File: config.mk
export PLATFORM = sky130hd
export DESIGN_NAME = de2_board_io
export DESIGN_NICKNAME = d
export VERILOG_FILES = /design/src/rtl/de2_board_io_pkg.sv /design/src/rtl/de2_debounce.sv /design/src/rtl/de2_board_io.sv
export SDC_FILE = /design/constraint.sdc
export NUM_CORES = 1
export LEC_CHECK = 0
export ABC_AREA = 1
export BUFFER_PORTS_ARGS = -buffer_cell sky130_fd_sc_hd__buf_4
export CAP_MARGIN = 20
export CORE_AREA = 2 2 151 153
export DETAILED_ROUTE_END_ITERATION = 12
export DIE_AREA = 0 0 153 155
export SLEW_MARGIN = 5
export SYNTH_ARGS = -nofsm -noshare
export SYNTH_HDL_FRONTEND = slang
export SYNTH_HIERARCHICAL = 1
export SYNTH_SLANG_ARGS = --single-unit
export TNS_END_PERCENT = 5
File: constraint.sdc
create_clock -name clk -period 1.8 [get_ports clk]
set_input_delay 0.09 -clock clk [delete_from_list [all_inputs] [get_ports clk]]
set_output_delay 0.09 -clock clk [all_outputs]
set_load 0.02 [all_outputs]
File: src/rtl/de2_board_io_pkg.sv
// Shared constants, register map and bus payload type for the DE2-115 board I/O slave.
package de2_board_io_pkg;

  localparam logic [63:0] DE2IO_BASE    = 64'h10070000;
  localparam logic [63:0] DE2IO_RANGE   = 64'h000000FF;
  localparam logic [31:0] PLIC_DE2IO_ID = 32'd4;

  localparam int unsigned HADDR_W    = 8;
  localparam int unsigned DATA_W     = 32;
  localparam int unsigned SW_W       = 18;
  localparam int unsigned KEY_W      = 4;
  localparam int unsigned LEDR_W     = 18;
  localparam int unsigned LEDG_W     = 9;
  localparam int unsigned HEX_DIGITS = 8;
  localparam int unsigned SEG_W      = 7;

  localparam logic [HADDR_W-1:0] OFF_LEDR    = 8'h00;
  localparam logic [HADDR_W-1:0] OFF_LEDG    = 8'h04;
  localparam logic [HADDR_W-1:0] OFF_HEXVAL  = 8'h08;
  localparam logic [HADDR_W-1:0] OFF_HEXEN   = 8'h0C;
  localparam logic [HADDR_W-1:0] OFF_SWSTAT  = 8'h10;
  localparam logic [HADDR_W-1:0] OFF_KEYSTAT = 8'h14;
  localparam logic [HADDR_W-1:0] OFF_KEYIE   = 8'h18;
  localparam logic [HADDR_W-1:0] OFF_KEYIP   = 8'h1C;

  // Address-phase information carried into the data phase.
  typedef struct packed {
    logic               valid;
    logic               write;
    logic [HADDR_W-1:0] offset;
  } ahb_dphase_t;

endpackage

File: src/rtl/de2_debounce.sv
// Per-bit two-flop synchronizer plus counter debouncer.
// DE2IO_DEBOUNCE_EN: when undefined the output is the bare synchronizer output.
module de2_debounce #(
  parameter int unsigned WIDTH           = 1,
  parameter int unsigned DEBOUNCE_CYCLES = 500000
) (
  input  logic             clk,
  input  logic             reset,
  input  logic [WIDTH-1:0] din_i,
  output logic [WIDTH-1:0] dout_o
);

`ifdef DE2IO_DEBOUNCE_EN
  localparam bit DEB_EN = 1'b1;
`else
  localparam bit DEB_EN = 1'b0;
`endif

  logic [WIDTH-1:0] sync1_q;
  logic [WIDTH-1:0] sync2_q;

  always_ff @(posedge clk) begin
    if (reset) begin
      sync1_q <= '0;
      sync2_q <= '0;
    end else begin
      sync1_q <= din_i;
      sync2_q <= sync1_q;
    end
  end

  if (DEB_EN && (DEBOUNCE_CYCLES > 0)) begin : g_deb
    localparam int unsigned CNT_W = $clog2(DEBOUNCE_CYCLES + 1);

    for (genvar i = 0; i < WIDTH; i++) begin : g_bit
      logic             stable_q;
      logic [CNT_W-1:0] cnt_q;

      // Counter saturates at the threshold and clears on the same edge the value is accepted.
      always_ff @(posedge clk) begin
        if (reset) begin
          stable_q <= 1'b0;
          cnt_q    <= '0;
        end else if (sync2_q[i] == stable_q) begin
          cnt_q <= '0;
        end else if (cnt_q == CNT_W'(DEBOUNCE_CYCLES)) begin
          stable_q <= sync2_q[i];
          cnt_q    <= '0;
        end else begin
          cnt_q <= cnt_q + CNT_W'(1);
        end
      end

      assign dout_o[i] = stable_q;
    end
  end else begin : g_nodeb
    assign dout_o = sync2_q;
  end

endmodule

File: src/rtl/de2_board_io.sv
// AHB-Lite slave for DE2-115 LEDs, 7-segment digits, switches and push-buttons with interrupt.
// DE2IO_DEBOUNCE_EN enables the input debouncers (otherwise inputs are only synchronized).
module de2_board_io
  import de2_board_io_pkg::*;
#(
  parameter int unsigned DEBOUNCE_CYCLES = 500000
) (
  input  logic                          clk,
  input  logic                          reset,
  input  logic                          HSELDE2IO,
  input  logic [HADDR_W-1:0]            HADDR,
  input  logic                          HWRITE,
  input  logic [1:0]                    HTRANS,
  input  logic                          HREADY,
  input  logic [DATA_W-1:0]             HWDATA,
  output logic [DATA_W-1:0]             HREADDE2IO,
  output logic                          HREADYDE2IO,
  output logic                          HRESPDE2IO,
  input  logic [SW_W-1:0]               SW,
  input  logic [KEY_W-1:0]              KEY,
  output logic [LEDR_W-1:0]             LEDR,
  output logic [LEDG_W-1:0]             LEDG,
  output logic [HEX_DIGITS*SEG_W-1:0]   HEX,
  output logic                          DE2IOIntr
);

  function automatic logic [SEG_W-1:0] hex7seg(input logic [3:0] v);
    logic [SEG_W-1:0] on;
    case (v)
      4'h0: on = 7'h3F;  4'h1: on = 7'h06;  4'h2: on = 7'h5B;  4'h3: on = 7'h4F;
      4'h4: on = 7'h66;  4'h5: on = 7'h6D;  4'h6: on = 7'h7D;  4'h7: on = 7'h07;
      4'h8: on = 7'h7F;  4'h9: on = 7'h6F;  4'hA: on = 7'h77;  4'hB: on = 7'h7C;
      4'hC: on = 7'h39;  4'hD: on = 7'h5E;  4'hE: on = 7'h79;  default: on = 7'h71;
    endcase
    return ~on;
  endfunction

  ahb_dphase_t bus_d, bus_q;

  logic [LEDR_W-1:0]           ledr_d, ledr_q;
  logic [LEDG_W-1:0]           ledg_d, ledg_q;
  logic [DATA_W-1:0]           hexval_d, hexval_q;
  logic [HEX_DIGITS-1:0]       hexen_d, hexen_q;
  logic [KEY_W-1:0]            keyie_d, keyie_q;
  logic [KEY_W-1:0]            keyip_d, keyip_q;
  logic [KEY_W-1:0]            keyip_clr;
  logic [KEY_W-1:0]            key_prev_q;
  logic [HEX_DIGITS*SEG_W-1:0] hex_d, hex_q;
  logic                        intr_d, intr_q;
  logic [SW_W-1:0]             sw_stat;
  logic [KEY_W-1:0]            key_stat;
  logic [DATA_W-1:0]           rdata_c;
  logic                        unused_htrans0;

  assign unused_htrans0 = HTRANS[0];

  de2_debounce #(.WIDTH(SW_W), .DEBOUNCE_CYCLES(DEBOUNCE_CYCLES)) u_sw_deb (
    .clk    (clk),
    .reset  (reset),
    .din_i  (SW),
    .dout_o (sw_stat)
  );

  // Buttons are active-low on the board; invert so 1 means pressed.
  de2_debounce #(.WIDTH(KEY_W), .DEBOUNCE_CYCLES(DEBOUNCE_CYCLES)) u_key_deb (
    .clk    (clk),
    .reset  (reset),
    .din_i  (~KEY),
    .dout_o (key_stat)
  );

  always_comb begin
    bus_d.valid  = HSELDE2IO & HREADY & HTRANS[1];
    bus_d.write  = HWRITE;
    bus_d.offset = HADDR;
  end

  // Register write decode, W1C with set priority, and registered pin images.
  always_comb begin
    ledr_d    = ledr_q;
    ledg_d    = ledg_q;
    hexval_d  = hexval_q;
    hexen_d   = hexen_q;
    keyie_d   = keyie_q;
    keyip_clr = '0;
    if (bus_q.valid && bus_q.write) begin
      case (bus_q.offset)
        OFF_LEDR:   ledr_d    = HWDATA[LEDR_W-1:0];
        OFF_LEDG:   ledg_d    = HWDATA[LEDG_W-1:0];
        OFF_HEXVAL: hexval_d  = HWDATA;
        OFF_HEXEN:  hexen_d   = HWDATA[HEX_DIGITS-1:0];
        OFF_KEYIE:  keyie_d   = HWDATA[KEY_W-1:0];
        OFF_KEYIP:  keyip_clr = HWDATA[KEY_W-1:0];
        default: ;
      endcase
    end
    keyip_d = (keyip_q & ~keyip_clr) | (key_stat & ~key_prev_q);
    intr_d  = |(keyip_d & keyie_d);
    hex_d   = '1;
    for (int i = 0; i < HEX_DIGITS; i++) begin
      if (hexen_d[i]) hex_d[SEG_W*i +: SEG_W] = hex7seg(hexval_d[4*i +: 4]);
    end
  end

  always_ff @(posedge clk) begin
    if (reset) begin
      bus_q      <= '0;
      ledr_q     <= '0;
      ledg_q     <= '0;
      hexval_q   <= '0;
      hexen_q    <= '0;
      keyie_q    <= '0;
      keyip_q    <= '0;
      key_prev_q <= '0;
      hex_q      <= '1;
      intr_q     <= 1'b0;
    end else begin
      if (HREADY) bus_q <= bus_d;
      ledr_q     <= ledr_d;
      ledg_q     <= ledg_d;
      hexval_q   <= hexval_d;
      hexen_q    <= hexen_d;
      keyie_q    <= keyie_d;
      keyip_q    <= keyip_d;
      key_prev_q <= key_stat;
      hex_q      <= hex_d;
      intr_q     <= intr_d;
    end
  end

  // Read data is combinational over current state so a write is visible to the very next read.
  always_comb begin
    rdata_c = '0;
    if (bus_q.valid && !bus_q.write) begin
      case (bus_q.offset)
        OFF_LEDR:    rdata_c = DATA_W'(ledr_q);
        OFF_LEDG:    rdata_c = DATA_W'(ledg_q);
        OFF_HEXVAL:  rdata_c = hexval_q;
        OFF_HEXEN:   rdata_c = DATA_W'(hexen_q);
        OFF_SWSTAT:  rdata_c = DATA_W'(sw_stat);
        OFF_KEYSTAT: rdata_c = DATA_W'(key_stat);
        OFF_KEYIE:   rdata_c = DATA_W'(keyie_q);
        OFF_KEYIP:   rdata_c = DATA_W'(keyip_q);
        default:     rdata_c = '0;
      endcase
    end
  end

  assign HREADDE2IO  = rdata_c;
  assign HREADYDE2IO = 1'b1;
  assign HRESPDE2IO  = 1'b0;
  assign LEDR        = ledr_q;
  assign LEDG        = ledg_q;
  assign HEX         = hex_q;
  assign DE2IOIntr   = intr_q;

endmodule

==> results of run 1 <==
[worst min-delay path: cells and delay by family]
kind / cells / cell delay [ns]
buffers and inverters: 2 / 0.21
AOI/OAI and AO/OA: 1 / 0.12
[final cells by class]
| type | count | area (µm²) |
|---|---|---|
| Clock buffer | 17 | 425 |
| Clock inverter | 15 | 189 |
| Fill cell | 2041 | 9100 |
| Inverter | 160 | 618 |
| Multi-Input combinational cell | 852 | 4610 |
| Sequential cell | 190 | 3810 |
| Tap cell | 285 | 357 |
| Timing Repair Buffer | 360 | 3110 |
[how the worst max path moves through the flow]
| stage | endpoint | slack (ns) |
|---|---|---|
| 2_1_floorplan | HEX[12] | -0.03 |
| 3_3_place_gp | HEX[33] | -0.11 |
| 3_5_place_dp | HEX[39] | -0.13 |
| 4_1_cts | HREADDE2IO[7] | -0.25 |
| 5_1_grt | HREADDE2IO[7] | -0.36 |
| 6_report | HREADDE2IO[7] | -0.28 |
[metal layers]
layer,vias up,track usage,share of wire
met5,-,0,0
met4,0,0.0767,0.019
met3,41,0.0390,0.050
met2,276,0.372,0.46
met1,4060,0.306,0.47
li1,4616,-,-
[synth_stat cells, types with 4 or more instances]
cell type,instances
nand2_1,325
dfxtp_1,190
nor2_1,167
inv_1,146
nand3_1,103
o21ai_0,61
a21oi_1,50
o211ai_1,30
ha_1,27
clkbuf_1,17
buf_2,15
nor3_1,15
inv_2,13
nand2_2,13
o21ai_1,12
o21ai_2,10
nor2_2,8
buf_6,6
nand3b_1,5
nand4_1,5
buf_4,4
or2_2,4
[timing repair]
item,in CTS,in global routing
resized for setup,99,74
setup buffers,6,3
cloned,0,1
hold buffers,53,0
endpoints found under the hold margin,58,0
pin swaps,23,26
setup endpoints to repair,98,112
[stage by stage]
| stage | util | cell area (µm²) | total power, mW | instances |
|---|---|---|---|---|
| finish | 0.591 | 13100 | 9.00 | 1879 |
| global route | 0.591 | 13100 | 9.33 | 1879 |
| CTS | 0.577 | 12800 | 9.03 | 1875 |
| detailed placement | 0.509 | 11300 | 4.97 | 1784 |
| global placement | 0.509 | 11300 | 4.97 | 1784 |
| floorplan | - | 8860 | 4.68 | 1245 |
[state kept, by name (all words and copies together) (netlist names)]
name and flops:
u_key_deb/sync1_q 4, u_key_deb/dout_o 4, HEX 56, u_sw_deb/dout_o 18, hexen_q 8, DE2IOIntr 1
keyie_q 4, bus_q 10, keyip_q 4, hexval_q 32, u_sw_deb/sync1_q 18, LEDR 18
LEDG 9, key_prev_q 4
[logic make-up after synthesis]
logic type               share of synthesized area
buffers and inverters                       0.0960
AND/OR/NAND/NOR                              0.317
AO/OA/AOI/OAI                                0.114
other                                     0.000858
flip-flops                                   0.434
adder cells (fa/ha/maj)                     0.0386
[power groups by stage]
stage,logic [mW],registers (mW),clock network (mW)
after floorplan,0.279,4.41,0
after global placement,0.563,4.41,0
after detailed placement,0.566,4.41,0
after CTS,0.724,4.31,4.00
after global routing,0.820,4.32,4.19
final,0.760,4.32,3.92
==> results.yml, run 1 <==
synthesis:
  synth_ff_type: "dfxtp_1"
  avgSynthCellArea_um2: 7.03
  ys_ff_latch: 190
  synth.largest_area_cell: "dfxtp_1"
  yosys.area.top_type_share: 0.434
  synth.area.top_cells: "dfxtp_1 43%, nand2_1 14%, nor2_1 7.2%, inv_1 6.3%, nand3_1 5.9%"
  syn_nets: 1341
  ys_types: 36
  syn_area_mm2: 0.00876
  ys.warnings.count: 6
  synthCells: 1245
  synth-edff-count: 0
  yosysSeqAreaShare: 0.434
  async_flop_share: 0
worst_setup_path:
  cp.required_ns: 1.71
  ff2ff_setup_slack_ns: -0.17
  worstSetupStartpointType: "flop"
  worstSetupEndpointType: "output port"
  crit_path_max_fanout: 4
  cp_num_buf_inv: 5
  path_delay_family: "simple AND/OR/NAND/NOR gates"
  reg2regPathDepth: 16
  path_class: "reg2out"
  worst-path-stages: 12
  crit_chain: "nor2_4, nand2_4, inv_4, buf_6, nand2_4, inv_4, buf_6, nand2_1, nand4_1, a21oi_2, nor2_1, buf_4"
  r2r-start: "bus_q[6]"
  reg2reg_to: "HEX[3]"
  crit_start: "bus_q[6]"
  slowest_delay_ns: 0.34
  crit_path_top_delay_cell: "dfxtp_2"
  arrival_ns: 1.99
floorplanning:
  fp.dieH_um: 155
  core-area_mm2: 0.0222
  std_cell_rows: 55
  dieArea_mm2: 0.0237
  start_util: 0.394
  pin_count: 187
  die_x_um: 153
timing:
  drv_slew: 0
  setup_violations: 75
  fmax_mhz: 480
  rsz0062_at_grt: "yes"
  hold_viol: 0
  setup_tns_ns: -8.86
  post-route-min-period_ns: 2.08
  layout_setup_ws_ns: -0.283
  period_share: 1.16
  slew_headroom: 0.567
  worst_slew_pin_slew_ns: 0.649
  whs_ns: 0.0166
  fin_worst_skew_ns: 0.00782
drt:
  wl_per_cell_um: 14.5
  vias_per_cell: 4.79
  drtIter0Drc: 580
  drc: 0
  drtAntennaViolNets: 0
  wl_mm: 27.2
  dr.pass1.iters: 5
  vias: 8993
global_route:
  grt_pass1_vias: 8437
  grt_overflow_total: 0
  grt_pass1_wl_mm: 43.1
  grt_max_degree: 61
  grt_usage: 0.228
  antenna_found_initial: 0
layout:
  nets: 1677
  drive_gt1_frac: 0.319
  layout_common_cells: "292 x nand2_1, 265 x buf_4, 183 x dfxtp_1, 154 x nor2_1, 132 x inv_1"
  layout_commonest_cell: "nand2_1"
  syn2layout_area_growth_pct: 49.9
  antennaDiodeCount: 0
placed_design:
  place_ws_ns: -0.129
  hpwl_mm: 19.9
  gp_congestion: 0.842
  io_buffers: 183
clock_tree:
  clock_latency_ns: 0.44
  cts_buffers: 17
  clock_path_buffers: 2
  root_buffer: "clkbuf_16"
  clock_sinks: 190
  path_clk_slew_ns: 0.08
  cts-htree-levels: 4
  cts_tree: "built"
pwr:
  netSwitchingFraction: 0.261
  pwr-share-clk: 0.436
  p_leak_nw: 6.04
  pwr-share-seq: 0.480
  ir_drop_mv: 0.583
  intPower_mw: 6.65
  p_switching_mw: 2.35
  combPwrFrac: 0.084
  p_per_area_mw_per_mm2: 685
status:
  status: "finished with violations"
  violations: "setup timing"
min_path:
  hold_path_depth: 3
  min_from: "HWDATA[3]"
  min_delay_worst_endpoint: "LEDG[3]"
  hold_class: "in2reg"
job:
  maxCapViolations: 0
Power figures use the tool's default switching activity.
==> run 2: changes to the inputs <==
--- a/config.mk
+++ b/config.mk
@@ -8,9 +8,9 @@
 export ABC_AREA = 1
 export BUFFER_PORTS_ARGS = -buffer_cell sky130_fd_sc_hd__buf_4
 export CAP_MARGIN = 20
-export CORE_AREA = 2 2 151 153
+export CORE_AREA = 2 2 174 134
 export DETAILED_ROUTE_END_ITERATION = 12
-export DIE_AREA = 0 0 153 155
+export DIE_AREA = 0 0 176 136
 export SLEW_MARGIN = 5
 export SYNTH_ARGS = -nofsm -noshare
 export SYNTH_HDL_FRONTEND = slang
==> constraint.sdc (replaced) <==
create_clock -name clk -period 1.8 [get_ports clk]
set_input_delay 0 -clock clk [delete_from_list [all_inputs] [get_ports clk]]
set_output_delay 0 -clock clk [all_outputs]
set_load 0.02 [all_outputs]
==> run 2 against run 1 <==
Clock power decreased by 2%. Final cell count is 1.9% higher. Die area is 0.93% higher. Sequential power about the same. Via count grew 1.4%. Sequential share of layout area decreased by 0.31 points. Critical path depth shrank 1. The run still ends with setup timing left.
==> results.yml, run 2 (synthesis results as in run 1) <==
layout:
  layout_commonest_cell: "nand2_1"
  drive_gt1_frac: 0.318
  nets: 1697
  layout_common_cells: "291 x nand2_1, 277 x buf_4, 186 x dfxtp_1, 159 x nor2_1, 134 x inv_1"
  regArea_mm2: 0.00381
  finalNonFillerCells: 1914
  largest_register_ffs: 56
  antennaDiodeCount: 0
  fillers: 2072
  syn2layout_area_growth_pct: 51.5
  multi_input_area_mm2: 0.00457
min_path:
  min_delay_worst_endpoint: "HEX[52]"
  hold_class: "in2reg"
  min_from: "HWDATA[31]"
  hold_path_depth: 5
global_route:
  grt_usage: 0.236
  grt_overflow_total: 0
  grt_pass1_wl_mm: 44.5
  antenna_found_initial: 0
  grt_pass1_vias: 8485
  grt_max_degree: 67
clock_tree:
  clock_sinks: 190
  clock_latency_ns: 0.44
  cts_buffers: 17
  path_clk_slew_ns: 0.07
  root_buffer: "clkbuf_16"
  clock_path_buffers: 2
  cts-htree-levels: 4
  cts_tree: "built"
worst_setup_path:
  reg2reg_to: "HEX[48]"
  worstSetupEndpointType: "output port"
  cp.required_ns: 1.80
  reg2regPathDepth: 12
  r2r-start: "bus_q[3]"
  path_class: "reg2out"
  worstSetupStartpointType: "flop"
  crit_path_max_fanout: 5
  arrival_ns: 2.04
  crit_start: "bus_q[2]"
  ff2ff_setup_slack_ns: -0.16
drt:
  drtIter0Drc: 656
  drtAntennaViolNets: 0
  wl_per_cell_um: 15.0
  wl_mm: 28.7
  dr.pass1.iters: 5
  vias_per_cell: 4.76
  vias: 9115
  drc: 0
timing:
  period_share: 1.14
  post-route-min-period_ns: 2.04
  slew_headroom: 0.518
  rsz0062_at_grt: "yes"
  setup_violations: 78
  worst_slew_pin_slew_ns: 0.724
  fin_worst_skew_ns: 0.0125
  drv_slew: 0
  fmax_mhz: 489
  layout_setup_ws_ns: -0.244
  hold_viol: 0
placed_design:
  hpwl_mm: 20.8
  gp_congestion: 0.887
  io_buffers: 183
  dp.cells: 1806
floorplanning:
  die_x_um: 176
  start_util: 0.391
  dieArea_mm2: 0.0239
  core-area_mm2: 0.0224
  fp.dieH_um: 136
  pin_count: 187
  std_cell_rows: 48
job:
  maxCapViolations: 0
pwr:
  ir_drop_mv: 0.634
  p_per_area_mw_per_mm2: 676
  fin_total_pwr_mw: 8.96
  p_leak_nw: 6.08
status:
  status: "finished with violations"
  violations: "setup timing"
## run 2: area by class of cell
type | instances | area share
multi-input combinational | 852 | 0.344
sequential | 190 | 0.287
timing repair buffer | 380 | 0.248
inverter | 160 | 0.0479
clock buffer | 18 | 0.0331
tap | 300 | 0.0283
clock inverter | 14 | 0.0112
## run 2: routing by layer
metal,vias up,GRT usage,share of wire
li1,4646,-,-
met2,278,0.365,0.44
met3,33,0.0378,0.052
met5,-,0,0
met1,4158,0.341,0.49
met4,0,0.0675,0.018
## run 2: worst max-delay path by stage
stage | cells after the start | end | slack, ns
6_report | 11 | HREADDE2IO[0] | -0.24
4_1_cts | 12 | HREADDE2IO[0] | -0.26
2_1_floorplan | 14 | HEX[12] | -0.03
5_1_grt | 9 | HREADDE2IO[3] | -0.35
3_5_place_dp | 13 | HEX[13] | -0.09
3_3_place_gp | 13 | HEX[0] | -0.1
## run 2: report_power, final
| group | total, mW | leakage (nW) | internal (mW) | switching, mW |
|---|---|---|---|---|
| sequential | 4.31 | 1.55 | 4.27 | 0.0382 |
| combinational | 0.818 | 4.24 | 0.397 | 0.422 |
| clock | 3.83 | 0.289 | 2.00 | 1.83 |
## run 2: critical path, cell delays in order, from the launching register on
cell and delay [ns]:
dfxtp_4 0.38, inv_4 0.04, buf_4 0.14, nor3_4 0.19
buf_6 0.13, nand2_4 0.07, inv_4 0.07, buf_6 0.12
o2bb2ai_2 0.09, nor2_1 0.05, a21oi_1 0.15, buf_4 0.17
## run 2: per-stage QoR
step                setup WS [ns]  instance area [µm²]  setup TNS, ns  hold slack (ns)  utilization
floorplan                 -0.0268                 8860        -0.0696           0.0875            -
CTS                        -0.264                12900          -6.98           0.0144        0.575
finish                     -0.244                13300          -8.26           0.0345        0.592
detailed placement        -0.0900                11400          -1.53            0.208        0.508
global route               -0.350                13300         -18.37           0.0604        0.592
global placement          -0.0969                11400          -1.40            0.206        0.508
## run 2: timing repair
action                                  CTS  global route
gates resized for setup                  73            96
setup buffers                             6             7
pin swaps                                25            28
endpoints found under the setup margin   76            99
endpoints found under the hold margin    71             1
gates cloned                              0             1
hold buffers                             61             1
==> run 3: changes to the inputs <==
--- a/config.mk
+++ b/config.mk
@@ -5,12 +5,12 @@
 export SDC_FILE = /design/constraint.sdc
 export NUM_CORES = 1
 export LEC_CHECK = 0
-export ABC_AREA = 1
+export ABC_AREA = 0
 export BUFFER_PORTS_ARGS = -buffer_cell sky130_fd_sc_hd__buf_4
-export CAP_MARGIN = 20
-export CORE_AREA = 2 2 174 134
+export CORE_AREA = 2 2 180 138
 export DETAILED_ROUTE_END_ITERATION = 12
-export DIE_AREA = 0 0 176 136
+export DIE_AREA = 0 0 182 140
+export PLACE_DENSITY_LB_ADDON = 0.15
 export SLEW_MARGIN = 5
 export SYNTH_ARGS = -nofsm -noshare
 export SYNTH_HDL_FRONTEND = slang
==> run 3 against run 2 <==
The run still ends with setup timing left. Synthesized area increased by 6.4%. Critical path depth fell by 2. Power up 3.3%. Sequential share of layout area decreased by 3.0 points. Highest routed layer unchanged. Combinational power up 12%.
==> results.yml, run 3 <==
layout:
  antennaDiodeCount: 0
  drive_gt1_frac: 0.410
  largest_register_ffs: 56
  layout_commonest_cell: "buf_4"
  nets: 1539
  layout_common_cells: "285 x buf_4, 182 x dfxtp_1, 111 x nor2_1, 78 x nand2_1, 76 x buf_6"
  finalNonFillerCells: 1762
  syn2layout_area_growth_pct: 59.0
  fillers: 2026
  final_area_mm2: 0.0148
synthesis:
  ys_types: 73
  synth.largest_area_cell: "dfxtp_1"
  synthTopCellsByCount: "190 x dfxtp_1, 123 x nor2_1, 81 x nand2_1, 77 x mux2i_1, 54 x nor2b_1"
  syn_nets: 1132
  synth_ff_type: "dfxtp_1"
  ys.warnings.count: 6
  synth-edff-count: 0
  yosys.area.top_type_share: 0.408
  syn_area_mm2: 0.00932
  yosysSeqAreaShare: 0.408
  synthCells: 1036
  yosysMostFrequentCell: "dfxtp_1"
  avgSynthCellArea_um2: 9.00
  async_flop_share: 0
  synth.area.top_cells: "dfxtp_1 41%, mux2i_1 8.3%, nor2_1 5.0%, mux2_2 3.7%, ha_1 3.6%"
  ys_ff_latch: 190
placed_design:
  hpwl_mm: 22.5
  io_buffers: 183
  gp_congestion: 0.903
  place_ws_ns: -0.770
  dpl_cell_area_mm2: 0.0122
  dp.cells: 1636
worst_setup_path:
  slowest_delay_ns: 0.55
  worst-path-stages: 9
  reg2regPathDepth: 9
  path_class: "reg2out"
  reg2reg_to: "HEX[52]"
  crit_chain: "buf_6, buf_6, or4b_4, nor2_4, buf_6, buf_6, a22oi_1, a21oi_1, buf_4"
  ff2ff_setup_slack_ns: -0.58
  path_delay_family: "simple AND/OR/NAND/NOR gates"
  crit_path_max_fanout: 7
  cpMostUsedCell: "buf_6"
  r2r-start: "bus_q[6]"
  cp_num_buf_inv: 5
  crit_path_top_delay_cell: "or4b_4"
  worstSetupEndpointType: "output port"
  cp.required_ns: 1.80
  arrival_ns: 2.40
  worstSetupStartpointType: "flop"
global_route:
  grt_pass1_wl_mm: 49.4
  grt_max_degree: 95
  grt_overflow_total: 0
  antenna_found_initial: 0
  grt_pass1_vias: 9030
  grt_usage: 0.245
clock_tree:
  root_buffer: "clkbuf_16"
  clock_path_buffers: 2
  cts-htree-levels: 4
  cts_tree: "built"
  clock_latency_ns: 0.44
  clock_sinks: 190
  path_clk_slew_ns: 0.07
  cts_buffers: 17
drt:
  drc: 0
  vias: 9473
  dr.pass1.iters: 6
  drtAntennaViolNets: 0
  vias_per_cell: 5.38
  drtIter0Drc: 842
  wl_mm: 32.3
  wl_per_cell_um: 18.3
min_path:
  hold_class: "in2reg"
  min_delay_worst_endpoint: "hexval_q[25]"
  hold_path_depth: 4
  min_from: "HWDATA[25]"
timing:
  drv_slew: 0
  post-route-min-period_ns: 2.40
  fmax_mhz: 416
  layout_setup_ws_ns: -0.603
  setup_tns_ns: -50.13
  fin_worst_skew_ns: 0.00872
  worst_slew_pin_slew_ns: 0.519
  setup_violations: 143
  rsz0062_at_grt: "yes"
  whs_ns: 0.0253
  period_share: 1.33
  slew_headroom: 0.654
  hold_viol: 0
floorplanning:
  fp.dieH_um: 140
  std_cell_rows: 49
  dieArea_mm2: 0.0255
  core-area_mm2: 0.0237
  pin_count: 187
  die_x_um: 182
  start_util: 0.394
status:
  violations: "setup timing"
  status: "finished with violations"
pwr:
  p_leak_nw: 6.36
  ir_drop_mv: 0.744
  p_per_area_mw_per_mm2: 625
job:
  maxCapViolations: 0
run 3: cell count changes after synthesis, sizes merged, moves of 54 or more:
cell   previous run  this run
o21ai            84        26
nor2            179       124
nand2           339        81
nand3           104         9
nor2b             0        54
inv             159        41
mux2i             0        80
run 3: how the worst max path moves through the flow:
stage                         from        endpoint
after detailed placement  bus_q[4]         HEX[52]
after global placement    bus_q[4]         HEX[52]
final                     bus_q[7]   HREADDE2IO[7]
after CTS                 bus_q[6]  HREADDE2IO[30]
after global routing      bus_q[7]  HREADDE2IO[10]
after floorplan           bus_q[2]         HEX[13]
run 3: tightest hold or removal path, stage by stage:
cell and delay, ns:
buf_4 0.12, mux2i_2 0.08, buf_4 0.15, nor2_1 0.07
run 3: metal layers:
layer	up-vias	routed length (µm)	GRT usage
met4	0	609	0.0679
met5	-	0	0
met1	4543	15100	0.351
met3	50	2100	0.0489
li1	4517	-	-
met2	363	14500	0.376
run 3: through the flow:
stage / util / power [mW]
after floorplan: - / 4.67
after global placement: 0.515 / 5.02
after detailed placement: 0.515 / 5.03
after CTS: 0.603 / 9.29
after global routing: 0.626 / 9.57
final: 0.626 / 9.26
run 3: what timing repair did:
| action | in CTS | in global routing |
|---|---|---|
| setup buffers | 16 | 8 |
| hold buffers | 70 | 0 |
| hold endpoints to repair | 80 | 0 |
| pin swaps | 40 | 31 |
| gates resized for setup | 164 | 128 |
| gates cloned | 1 | 0 |
| setup endpoints to repair | 152 | 159 |
run 3: final cells by class:
class	count	area [µm²]	area share
timing repair buffer	446	3990	0.269
clock buffer	20	468	0.0316
multi-input combinational	747	5850	0.395
clock inverter	12	159	0.0107
tap	306	383	0.0258
inverter	41	154	0.0104
sequential	190	3820	0.258
run 3: power by group:
group | internal, mW | leakage [nW] | switching (mW)
Clock | 2.32 | 0.302 | 1.72
Combinational | 0.483 | 4.51 | 0.437
Sequential | 4.27 | 1.55 | 0.0345
run 3: kinds of logic (layout without fill, tap and decap cells):
| group | Yosys count | after routing | synth area share |
|---|---|---|---|
| other | 2 | 2 | 0.000806 |
| adder cells (fa/ha/maj) | 27 | 27 | 0.0363 |
| AND/OR/NAND/NOR | 389 | 389 | 0.213 |
| flip-flops | 190 | 190 | 0.408 |
| multiplexers | 111 | 111 | 0.125 |
| buffers and inverters | 99 | 519 | 0.0489 |
| AO/OA/AOI/OAI | 218 | 218 | 0.168 |
